<file path="src/rtl/jtdsp16_sio_sched.sv">
// Serial-output scheduler for the JTDSP16 SIO: writes SIOC once after reset, then
// round-robins two sample requesters onto the shifter through SRTA/SDX command writes.
module jtdsp16_sio_sched #(
  parameter logic [15:0] SIOC_VAL  = 16'h02E8,
  parameter int          WBUSY_MAX = 4
) (
  input  logic        rst,
  input  logic        clk,
  input  logic        cen,
  input  logic        req0,
  input  logic [15:0] data0,
  input  logic [7:0]  addr0,
  output logic        ack0,
  input  logic        req1,
  input  logic [15:0] data1,
  input  logic [7:0]  addr1,
  output logic        ack1,
  input  logic        obe,
  output logic [15:0] long_imm,
  output logic        sio_imm_load,
  output logic [2:0]  r_field,
  output logic        busy,
  output logic        last_ch,
  output logic        err
);

  localparam int CW = (WBUSY_MAX > 1) ? $clog2(WBUSY_MAX) : 1;

  localparam logic [2:0] RF_SIOC = 3'b000;
  localparam logic [2:0] RF_SRTA = 3'b001;
  localparam logic [2:0] RF_SDX  = 3'b010;

  // CFG: SIOC write, IDLE: arbitrate, SRTA/SDX: command writes,
  // WBUSY: wait for obe to fall, WEMPTY: wait for the shifter to drain
  typedef enum logic [2:0] {
    CFG, IDLE, SRTA, SDX, WBUSY, WEMPTY
  } state_t;

  state_t      st_q;
  logic        ack0_q, ack1_q, ld_q, busy_q, last_ch_q, err_q;
  logic [15:0] imm_q, data_q;
  logic [2:0]  rf_q;
  logic [7:0]  addr_q, tag_q;
  logic        tag_v_q;
  logic [CW-1:0] cnt_q;

  logic        last_ch_d;
  logic [15:0] data_d;
  logic [7:0]  addr_d;

  // Grant: a lone requester wins, two requesters strictly alternate.
  always_comb begin
    last_ch_d = req1;
    if (req0 && req1) last_ch_d = ~last_ch_q;
    data_d = last_ch_d ? data1 : data0;
    addr_d = last_ch_d ? addr1 : addr0;
  end

  always_ff @(posedge clk or posedge rst) begin
    if (rst) begin
      st_q      <= CFG;
      ack0_q    <= 1'b0;
      ack1_q    <= 1'b0;
      ld_q      <= 1'b0;
      imm_q     <= 16'h0000;
      rf_q      <= RF_SIOC;
      busy_q    <= 1'b0;
      last_ch_q <= 1'b1;
      err_q     <= 1'b0;
      data_q    <= 16'h0000;
      addr_q    <= 8'h00;
      tag_q     <= 8'h00;
      tag_v_q   <= 1'b0;
      cnt_q     <= '0;
    end else if (cen) begin
      ack0_q <= 1'b0;
      ack1_q <= 1'b0;
      ld_q   <= 1'b0;
      case (st_q)
        CFG: begin
          imm_q <= SIOC_VAL;
          rf_q  <= RF_SIOC;
          ld_q  <= 1'b1;
          st_q  <= IDLE;
        end
        IDLE: begin
          if (req0 || req1) begin
            ack0_q    <= ~last_ch_d;
            ack1_q    <= last_ch_d;
            last_ch_q <= last_ch_d;
            busy_q    <= 1'b1;
            data_q    <= data_d;
            addr_q    <= addr_d;
            st_q      <= (tag_v_q && (tag_q == addr_d)) ? SDX : SRTA;
          end
        end
        SRTA: begin
          imm_q   <= {8'h00, addr_q};
          rf_q    <= RF_SRTA;
          ld_q    <= 1'b1;
          tag_q   <= addr_q;
          tag_v_q <= 1'b1;
          st_q    <= SDX;
        end
        SDX: begin
          imm_q <= data_q;
          rf_q  <= RF_SDX;
          ld_q  <= 1'b1;
          cnt_q <= CW'(WBUSY_MAX - 1);
          st_q  <= WBUSY;
        end
        WBUSY: begin
          if (!obe) begin
            st_q <= WEMPTY;
          end else if (cnt_q == '0) begin
            err_q  <= 1'b1;
            busy_q <= 1'b0;
            st_q   <= IDLE;
          end else begin
            cnt_q <= cnt_q - CW'(1);
          end
        end
        WEMPTY: begin
          if (obe) begin
            busy_q <= 1'b0;
            st_q   <= IDLE;
          end
        end
        default: st_q <= CFG;
      endcase
    end
  end

  assign ack0         = ack0_q;
  assign ack1         = ack1_q;
  assign long_imm     = imm_q;
  assign sio_imm_load = ld_q;
  assign r_field      = rf_q;
  assign busy         = busy_q;
  assign last_ch      = last_ch_q;
  assign err          = err_q;

endmodule

</file>
<file path="config.mk">
export PLATFORM = sky130hd
export DESIGN_NAME = jtdsp16_sio_sched
export DESIGN_NICKNAME = d
export VERILOG_FILES = /design/src/rtl/jtdsp16_sio_sched.sv
export SDC_FILE = /design/constraint.sdc
export NUM_CORES = 1
export LEC_CHECK = 0
export CAP_MARGIN = 20
export CORE_UTILIZATION = 35
export CTS_CLUSTER_SIZE = 8
export DETAILED_ROUTE_END_ITERATION = 8
export SLEW_MARGIN = 20
export SYNTH_ARGS = -nofsm -noshare
export SYNTH_HDL_FRONTEND = slang
export SYNTH_SLANG_ARGS = --single-unit
</file>
<file path="constraint.sdc">
create_clock -name clk -period 2.4 [get_ports clk]
set_input_delay 0.72 -clock clk [delete_from_list [all_inputs] [get_ports clk]]
set_output_delay 0.72 -clock clk [all_outputs]
set_load 0.01 [all_outputs]
</file>
Word-level counts from Yosys, hierarchy flattened
Index checks and enable logic that the tools add are counted.
{ "totals": {"ff_bits": 63, "input_bits": 54, "output_inout_bits": 25, "wordCells": 69} }
{ "classes": {"add_sub_neg": 1, "n_eq_ne": 12, "muxes": 24, "n_bitwise": 2, "reduce_logical": 16} }
{ "ops": {"columns": ["operator", "n"], "rows": [
  ["16-bit one-hot mux with 3 select lines", 1],
  ["3-bit one-hot mux with 6 select lines", 1],
  ["16-bit 2-to-1 mux", 1],
  ["3-bit 2-to-1 mux", 4],
  ["4-bit AND reduction", 3],
  ["1-bit 2-to-1 mux", 11],
  ["2-bit != test, second input constant", 5],
  ["3-bit one-hot mux with 3 select lines", 1],
  ["8-bit equality test", 1],
  ["8-bit 2-to-1 mux", 1],
  ["3-bit by 2-bit equality test with 1-bit output, second input constant", 2],
  ["3-bit equality test, second input constant", 2],
  ["6-bit AND reduction", 1],
  ["3-bit nonzero test", 2],
  ["2-bit 2-to-1 mux", 2],
  ["2-bit one-hot mux with 2 select lines", 1],
  ["2-bit AND reduction", 2],
  ["3-bit by 1-bit equality test with 1-bit output, second input constant", 1],
  ["3-bit logical NOT", 1],
  ["3-bit != test, second input constant", 1],
  ["1-bit one-hot mux with 3 select lines", 1],
  ["3-bit AND reduction", 1],
  ["3-bit OR reduction", 1],
  ["1-bit logical AND", 2],
  ["5 further kinds", 6]
]} }

Logic depth before layout (Yosys ltp)
{ "logic_depth": {"depth_word": 8, "depth_mapped": 7, "ltp_nobuf": 6} }

Least setup slack after synthesis
No wires, ideal clock.
{ "synth_path": {"path_kind": "input -> register", "from": "input addr0[0]", "to": "register st_q[0]", "setup_ns": 0.064, "arrival_ns": 1.745, "required_ns": 2.336, "setup_slack_ns": 0.591, "stages": 5, "n_path_buf": 0, "cell_sequence": "xnor2_1 -> o21ai_1 -> or4_1 -> a211oi_1 -> a21bo_1"} }
{ "synth_via": {"elab_chain_len": 6} }
{ "synth_lines": {"columns": ["element", "line_no", "text"], "rows": [
  ["start, declared", "12", "input logic [7:0] addr0,"],
  ["8-bit 2-to-1 mux", "56", "addr_d = last_ch_d ? addr1 : addr0;"],
  ["8-bit equality test", "94", "st_q <= (tag_v_q && (tag_q == addr_d)) ? SDX : SRTA;"],
  ["1-bit logical AND", "94", null],
  ["1-bit 2-to-1 mux", "94", null],
  ["3-bit 2-to-1 mux", "87", "if (req0 || req1) begin"],
  ["3-bit one-hot mux with 6 select lines", "79", "case (st_q)"],
  ["end signal, assigned", "94", null],
  ["end, declared", "39", "state_t st_q;"]
]} }
Every way passes these cells. The select of a mux whose other input is x is not followed.
A chain may end at the register's enable or synchronous reset.

Final worst setup path
{ "layout_path": {"from": "register last_ch_q, in the netlist last_ch", "to": "output last_ch"} }
{ "layout_lines": {"columns": ["element", "line_no", "text"], "rows": [
  ["start, declared", "40", "logic ack0_q, ack1_q, ld_q, busy_q, last_ch_q, err_q;"],
  ["start signal, assigned", "90", "last_ch_q <= last_ch_d;"],
  ["end, declared", "23", "output logic last_ch,"]
]} }
No word-level cell between the ends.

==> flow_metrics.env <==
export IMPL_dieArea_sq_um=8790
export IMPL_routed_wl_mm=7.51
export IMPL_syn_inst=313
export IMPL_fin_hold_ws_ns=0.478
export IMPL_core_region_area_sq_um=8180
export IMPL_hold_viol=0
export IMPL_boundaryPins=79
export IMPL_crit_path_start_kind="flop"
export IMPL_overflow=0
export IMPL_rsz0062_at_grt="no"
export IMPL_relSlewSlack_pct=63.8
export IMPL_ctsHtreeMaxLevel=3
export IMPL_fin_skew_ns=0.00526
export IMPL_post_cts_buffers=0
export IMPL_use_met2_pct=30.9
export IMPL_drv_slew=0
export IMPL_met3_usage_pct=5.02
export IMPL_cpPeakStageDelay_ns=0.57
export IMPL_worst_setup_path_type="reg -> out"
export IMPL_cts_sinks=62
export IMPL_r2r_start="st_q[1]"
export IMPL_crit_start="last_ch"
export IMPL_ys_async_sr_fraction_pct=100
export IMPL_met1_usage_pct=24.7
export IMPL_insertedDiodeCount=0
export IMPL_netlist_area_sq_um=2950
export IMPL_regArea_sq_um=1550
export IMPL_critPathCaptureType="output pin"
export IMPL_cts_resized_gates=0
export IMPL_first_global_vias=2626
export IMPL_cts_buffers=9
export IMPL_synth_area_top_cells="dfrtp_1 52%, nand2_1 7.9%, a31oi_1 6.2%, nor2_1 4.1%, mux2_2 2.7%"
export IMPL_setup_viol=0
export IMPL_synth_warnings=0
export IMPL_cp_max_fo=5
export IMPL_cts_buffer_depth=2
export IMPL_switching_power_uw=1640
export IMPL_multi_input_area_sq_um=1250
export IMPL_globalRoute_busiestLayer="met2"
export IMPL_hp_start="err"
export IMPL_max_freq_ghz=0.461
export IMPL_port_buffers=77
export IMPL_setup_tns_ns=0
export IMPL_die_w_microns=93.8
export IMPL_min_period_ns=2.17
export IMPL_holdCritPathClass="reg -> reg"
export IMPL_cp_slowest_cell="dfstp_2"
export IMPL_synth_area_per_cell_sq_um=9.41
export IMPL_fin_crit_sh_pct=90.3
export IMPL_grt_pass1_wl_mm=12.6
export IMPL_critPathBufInv=1
export IMPL_ys_types=45
export IMPL_yosysTopAreaCellShare_pct=51.8
export IMPL_track_usage_pct=18.8
export IMPL_placed_cells=498
export IMPL_status="finished clean"
export IMPL_ctsHoldBuffers=0
export IMPL_yosys_area_top_type="dfrtp_1"
export IMPL_cts_root_buf="clkbuf_8"
export IMPL_clockPowerShare_pct=18.3
export IMPL_ir_drop_mv=0.411
export IMPL_layout_common_cells="77 x clkdlybuf4s50_1, 62 x nand2_1, 61 x dfrtp_1"
export IMPL_antenna_found_initial=0
export IMPL_drive_gt1_share_pct=13.0
export IMPL_area_delta_synth_final_pct=41.4
export IMPL_max_cap_violations=0
export IMPL_drtAntennaViolNets=0
export IMPL_clock_latency_ns=0.33
export IMPL_power_leakage_uw=0.00181
export IMPL_cp_arrival_ns=1.45
export IMPL_n_fill_cell=780
export IMPL_final_cells=514
export IMPL_start_util_pct=36.0
export IMPL_ys_flop_type="dfrtp_1"
export IMPL_rows=33
export IMPL_crit_chain="clkdlybuf4s50_1"
export IMPL_yosysSeqAreaShare_pct=52.7
export IMPL_cp_required_ns=1.68
export IMPL_powerDensity_nw_per_um2=1120
export IMPL_tritoncts="yes"
export IMPL_place_congestion=0.864
export IMPL_drc=0
export IMPL_synth_edf_count=0
export IMPL_die_height_microns=93.8
export IMPL_tightestPinTransition_ns=0.544
export IMPL_via_per_inst=5.00
export IMPL_switching_share_pct=35.3
export IMPL_cpLargestDelayFamily="flip-flops"
export IMPL_dr_total_vias=2572
export IMPL_drt_pass1_iterations=4
export IMPL_clk_pin_slew_worst_paths_ns=0.07
export IMPL_p_int_uw=3010
export IMPL_ys_ff_latch=62
export IMPL_synth_fp_nets=368
export IMPL_dp_hpwl_mm=5.70
export IMPL_combPwrFrac_pct=39.5
export IMPL_post_drt_wl_per_cell_microns=14.6
export IMPL_nNetsFinal=459
export IMPL_grt_max_degree=36
export IMPL_p_seq_share_pct=42.1
export IMPL_drt_iter0_drc=136
export IMPL_layout_commonest_cell="clkdlybuf4s50_1"
-- path summary, 6_finish.rpt --
| path | endpoint | slack (ns) | depth (start not counted) |
|---|---|---|---|
| hold / removal | err | 0.48 | 1 |
| setup / recovery | last_ch | 0.23 | 1 |
| min in group asynchronous | long_imm[10] | 0.65 | 2 |
| max in group asynchronous | last_ch | 1.21 | 3 |
| setup reg to reg | tag_q[0] | 0.52 | 4 |
| hold reg to reg | err | 0.48 | 1 |
-- logic make-up (layout without fill, tap and decap cells) --
group,count (synthesis),after routing,share of synthesized area (%)
AOI/OAI and AO/OA,81,81,18.5
muxes,7,7,2.68
buffers and inverters,34,130,5.39
xor gates and xnor gates,11,11,3.27
DFF,62,62,52.7
adders and majority gates,1,1,0.425
other,1,1,0.127
and+or+nand+nor,116,116,16.9
-- stage by stage --
step	utilization (%)	total power [uW]	worst slack (ns)	instance area, sq um
floorplan	-	2980	0.140	2950
detailed placement	48.7	3850	0.00806	3980
global placement	48.7	3810	0.00734	3980
finish	51.0	4660	0.232	4170
global route	51.0	5040	0.187	4170
CTS	51.0	4720	0.213	4170
-- state kept, by name (all words and copies together) (netlist names) --
register / flops
r_field: 2
tag_q: 8
data_q: 16
last_ch: 1
sio_imm_load: 1
cnt_q: 2
long_imm: 16
tag_v_q: 1
ack0: 1
ack1: 1
st_q: 3
err: 1
busy: 1
addr_q: 8
-- synth_stat cells (2+ instances only) --
library cell / instances
nand2b_1: 4
a222oi_1: 2
a22oi_1: 2
clkbuf_1: 4
a21o_1: 3
buf_2: 13
nor3_1: 2
a211oi_1: 2
o21ai_0: 13
mux2_2: 7
o22ai_1: 6
xor2_1: 7
a31oi_1: 29
xnor2_1: 4
nor2_1: 32
nor2b_1: 7
dfrtp_1: 61
and2_1: 2
inv_1: 13
a22o_1: 7
nand2_1: 62
buf_4: 4
o21ai_1: 2
a21oi_1: 4
-- area by class of cell --
type	count	area share, %
clock buffer	13	4.05
tap	105	3.15
sequential	62	37.3
multi-input combinational	217	29.9
inverter	13	1.17
clock inverter	3	0.420
timing repair buffer	101	24.0
-- power by group through the flow --
stage          Clock [uW]  Sequential (uW)  Combinational (uW)
3_3_place_gp            0             1980                1830
5_1_grt               926             2050                2070
2_1_floorplan           0             1910                1080
3_5_place_dp            0             1990                1860
4_1_cts               880             1970                1860
6_report              854             1960                1840
-- per-layer routing --
metal  wire length, microns  share of wire, %
met3                    335               4.5
met5                      0                 0
met4                     14              0.19
met2                   3680                49
met1                   3490                46
Power figures use the tool's default switching activity.
